File: config.mk
export PLATFORM = sky130hd
export DESIGN_NAME = shift_chain_ctrl
export DESIGN_NICKNAME = d
export VERILOG_FILES = /design/src/rtl/shift_chain_ctrl.sv
export SDC_FILE = /design/constraint.sdc
export NUM_CORES = 1
export LEC_CHECK = 0
export ABC_AREA = 1
export BUFFER_PORTS_ARGS = -buffer_cell sky130_fd_sc_hd__buf_2
export CAP_MARGIN = 15
export CORE_ASPECT_RATIO = 0.9
export CORE_MARGIN = 2
export CORE_UTILIZATION = 25
export CTS_CLUSTER_SIZE = 40
export DETAILED_ROUTE_END_ITERATION = 10
export HOLD_SLACK_MARGIN = 0.15
export PLACE_DENSITY = 0.51
export SYNTH_ARGS = -nofsm -noshare
export SYNTH_HDL_FRONTEND = slang
export SYNTH_SLANG_ARGS = --single-unit
File: constraint.sdc
create_clock -name clk -period 3.67 [get_ports clk]
set_input_delay 0.1835 -clock clk [delete_from_list [all_inputs] [get_ports clk]]
set_output_delay 0.1835 -clock clk [all_outputs]
set_load 0.01 [all_outputs]
File: src/rtl/shift_chain_ctrl.sv
// Serial shift-chain sequencer: loads a parallel word, shifts it out MSB-first
// while capturing the returned bits, then holds off for GAP idle cycles.
module shift_chain_ctrl #(
  parameter int WIDTH = 12,
  parameter int GAP   = 2
) (
  input  logic             clk,
  input  logic             clr,
  input  logic             load_valid,
  input  logic [WIDTH-1:0] load_data,
  output logic             load_ready,
  input  logic             abort,
  input  logic             shift_in,
  output logic             shift_out,
  output logic             shift_en,
  output logic             cap_valid,
  output logic [WIDTH-1:0] cap_data,
  output logic             busy
);

  // state   | meaning
  // S_IDLE  | waiting for a word, load_ready high
  // S_SHIFT | one chain bit per cycle, WIDTH cycles
  // S_GAP   | GAP idle cycles before the next word
  typedef enum logic [1:0] {S_IDLE, S_SHIFT, S_GAP} state_t;

  localparam int CW = $clog2(WIDTH);
  localparam logic [CW-1:0] CNT_LAST  = CW'(WIDTH - 1);
  localparam logic [3:0]    GCNT_LAST = 4'((GAP == 0) ? 0 : GAP - 1);

  state_t           state, state_nx;
  logic [WIDTH-1:0] sreg;
  logic [CW-1:0]    cnt;
  logic [3:0]       gcnt;
  logic             last_bit;

  assign last_bit = (state == S_SHIFT) && (cnt == CNT_LAST);

  always_comb begin
    state_nx = state;
    case (state)
      S_IDLE:  if (load_valid) state_nx = S_SHIFT;
      S_SHIFT: begin
        if (abort)         state_nx = S_IDLE;
        else if (last_bit) state_nx = (GAP == 0) ? S_IDLE : S_GAP;
      end
      S_GAP: begin
        if (abort || gcnt == GCNT_LAST) state_nx = S_IDLE;
      end
      default: state_nx = S_IDLE;
    endcase
  end

  always_ff @(posedge clk or posedge clr) begin
    if (clr) begin
      state     <= S_IDLE;
      sreg      <= '0;
      cnt       <= '0;
      gcnt      <= '0;
      cap_valid <= 1'b0;
      cap_data  <= '0;
    end else begin
      state     <= state_nx;
      cap_valid <= 1'b0;
      case (state)
        S_IDLE: begin
          if (load_valid) begin
            sreg <= load_data;
            cnt  <= '0;
          end
        end
        S_SHIFT: begin
          sreg <= {sreg[WIDTH-2:0], shift_in};
          cnt  <= cnt + CW'(1);
          // abort wins over completion: no capture on an aborted final bit
          if (last_bit && !abort) begin
            cap_data  <= {sreg[WIDTH-2:0], shift_in};
            cap_valid <= 1'b1;
            gcnt      <= '0;
          end
        end
        S_GAP: gcnt <= gcnt + 4'd1;
        default: ;
      endcase
    end
  end

  // load_ready is held low for the whole time clr is asserted
  assign load_ready = (state == S_IDLE) && !clr;
  assign shift_en   = (state == S_SHIFT);
  assign shift_out  = shift_en && sreg[WIDTH-1];
  assign busy       = (state != S_IDLE);

endmodule

==> summary.txt <==
Synthesis
  • Synth area leader: dfrtp_1
  • Post-synthesis simple-gate area fraction: 25.4%
  • Compound-cell area share of the yosys netlist: 9.43%
  • Post-synthesis adder-cell area fraction: 2.38%
  • Seq/Total Area, Yosys: 55.5%
  • Post-synthesis mux area share: 0%
  • Syn. warnings: 0
  • Mapped Cells: 179
  • Avg Cell Area, Syn: 8.82 um2
  • Largest family of logic cells by synthesized area: simple AND/OR/NAND/NOR gates
  • Post-synth top area share: 55.5%
  • Synthesis-stage register bit count: 35
  • Yosys cell types: 20
  • Post-synthesis xor/xnor area fraction: 0%
  • Synth Cell Area: 1580 um2
  • Syn Nets: 199
  • Synth top area cells: dfrtp_1 55%, nand2_1 13%, o211ai_1 5.2%, nand3_1 4.8%, inv_1 4.3%

Worst setup path
  • Reg2reg start: state[1]
  • Slowest stage delay, CP: 0.63 ns
  • Crit-path cells: inv_2 -> nand2_2 -> nor2_1 -> nand2_1 -> o211ai_1
  • CP Buf/Inv Count: 1
  • Startpoint Class: flip-flop
  • Crit. Startpoint: state[1]
  • CP max-delay cell: nor2_1
  • Data required, critical path: 3.86 ns
  • CP Class: flip-flop to flip-flop
  • Crit path max-delay family: simple AND/OR/NAND/NOR gates
  • Critical path arrival: 1.83 ns
  • Worst setup EP type: flip-flop
  • CP Max Fanout: 12

Run status
  • Status: finished, final reports clean

Finish
  • NumNets Final: 248
  • Layout cells sized above 1: 22.4%
  • Ant diodes: 0
  • Fillers: 661
  • Layout area overhead: 29.6%
  • Layout Cells excl Fill: 315

Die
  • Die ar.: 6970 um2
  • Initial Utilization: 25.8%
  • # IOs: 34
  • Chip height: 79.4 um
  • # rows: 27
  • Core Region: 6110 um2
  • Die W: 87.8 um

Global routing
  • First-pass GRT wire length: 6110 um
  • Initial antenna violation count: 0
  • Grt total ovfl: 0
  • GRT Total Usage: 11.6%
  • Vias in the first global route: 1,228
  • Largest net degree at the start of global routing: 36

Pwr
  • Switch Pwr: 0.000364 W
  • Worst-case vdd ir drop: 177 uV
  • Overall Power: 0.00110 W
  • P_int: 0.000739 W
  • Seq pwr share: 49.5%
  • Logic pwr share: 24.9%
  • Clock share of power: 25.6%
  • Sw Share: 33.0%
  • Power Density: 539 nW/um2
  • P_leak: 1.05 nW

STA
  • Final Hold Vio Count: 0
  • Tightest Pin Transition: 0.784 ns
  • Fin crit share: 44.7%
  • RSZ-0062 raised after global routing: false
  • Slew margin rel.: 47.5%
  • Max frequency: 0.610 GHz
  • Hold_ws: 0.178 ns
  • Final Max Slew Viols: 0
  • Tmin final: 1.64 ns
  • Clock Skews: 0.00831 ns
  • Setup TNS: 0 ns
  • Setup violators final: 0

Detailed routing
  • Detailed Route WL: 3580 um
  • Via count: 1,292
  • Drt drc: 0
  • Wirelength per Cell: 11.4 um
  • Post-route antenna net violation count: 0
  • Top sig layer: met4
  • Routed met3 length: 162 um
  • Wire length on met2: 1590 um
  • Number of DRC markers in iteration 0: 43
  • Drt first pass iters: 4
  • Vias per cell: 4.10
  • Post-Route M1 WL: 1800 um

Job
  • Max cap viols: 0

Clocking
  • CTS tree: done
  • H-tree depth: 2
  • Clk sinks: 35
  • Worst-case clock buffer depth: 2
  • Clock latency on the worst-skew pair: 0.28 ns
  • CTS Root Cell: clkbuf_8
  • CTS Hold Bufs: 13
  • Setup Fix Bufs, Post-CTS: 0
  • Count of cells resized by post-cts repair: 0
  • Total CTS buffers: 5
  • Reg clk slew, reported paths: 0.07 ns

Place
  • Dpl cells: 295
  • GP Congestion: 0.662
  • Post-DP HPWL: 2430 um
  • IO Port Bufs: 33

Worst hold path
  • Hold Path Origin: load_data[9]
  • Worst min path class: input port to flip-flop
-- cell type report --
type | count | area (um2) | share of cell area, %
timing repair buffer | 47 | 303 | 14.8
multi-input combinational | 117 | 588 | 28.7
inverter | 22 | 82.6 | 4.04
tap | 87 | 109 | 5.32
clock inverter | 1 | 5.00 | 0.245
clock buffer | 6 | 82.6 | 4.04
sequential | 35 | 876 | 42.8
-- synthesized netlist by cell type --
cell,instances
buf_2,2
inv_2,4
nor2_1,9
nand2_1,56
nand3_1,15
or2_1,2
inv_1,18
dfrtp_1,35
nor2_4,2
o211ai_1,11
nand4_1,2
nand2_4,2
ha_1,3
buf_4,3
nand2_2,1
a21oi_1,1
o22ai_1,1
o21ai_1,8
nor2_2,1
o21ai_0,3
-- cells in the final DEF, fill, tap and decap left out --
master          n
nor2_2          1
o22ai_1         1
nor2_4          2
nand4_1         2
clkbuf_8        6
o211ai_1       11
nand2_4         2
or2_1           2
a21oi_1         1
o21ai_1         8
nand2_1        56
buf_2          33
clkinv_2        1
nand3_1        15
dfrtp_1        35
nand2_2         1
ha_1            3
inv_1          18
inv_2           4
nor2_1          9
o21ai_0         3
dlygate4sd3_1  13
buf_4           1
-- metal layers --
metal | global-route usage (%) | up-vias
met2 | 16.8 | 29
met1 | 16.0 | 590
li1 | - | 671
met5 | 0 | -
met4 | 4.00 | 0
met3 | 3.83 | 2
-- state kept, by name (all words and copies together), names as in the netlist --
signal     count
cap_data      12
sreg          12
cnt            4
gcnt           4
state          2
cap_valid      1
-- cells by family (layout without fill, tap and decap cells) --
group,Yosys count,in the layout
buffers and inverters,27,76
adders and majority gates,3,3
AOI/OAI and AO/OA,24,24
and+or+nand+nor,90,90
DFF,35,35
-- tightest hold or removal path: stages --
cell and delay (ns):
buf_2 0.09, nand2_1 0.05, o211ai_1 0.08
-- power by group through the flow --
stage / Clock, W / Combinational (W) / Sequential, W
final: 0.000282 / 0.000275 / 0.000546
after CTS: 0.000295 / 0.000281 / 0.000547
after floorplan: 0 / 0.000184 / 0.000547
after global placement: 0 / 0.000262 / 0.000553
after detailed placement: 0 / 0.000268 / 0.000553
after global routing: 0.000316 / 0.000321 / 0.000561
-- through the flow --
stage / area, um2 / util [%] / worst slack [ns]
after global routing: 2050 / 33.5 / 1.88
after global placement: 1830 / 29.9 / 2.11
after floorplan: 1580 / - / 2.39
after CTS: 2050 / 33.5 / 2.03
after detailed placement: 1830 / 29.9 / 2.06
final: 2050 / 33.5 / 2.03
-- worst paths after layout --
| path | end | slack (ns) | depth (start not counted) |
|---|---|---|---|
| hold / removal | sreg[9] | 0.18 | 3 |
| hold reg to reg | cap_data[3] | 0.48 | 2 |
| setup / recovery | sreg[6] | 2.03 | 5 |
| min in group asynchronous | gcnt[3] | 0.58 | 4 |
| max in group asynchronous | cap_data[1] | 2.76 | 4 |
| setup reg to reg | sreg[6] | 2.03 | 5 |
(Power assumes the default switching activity.)
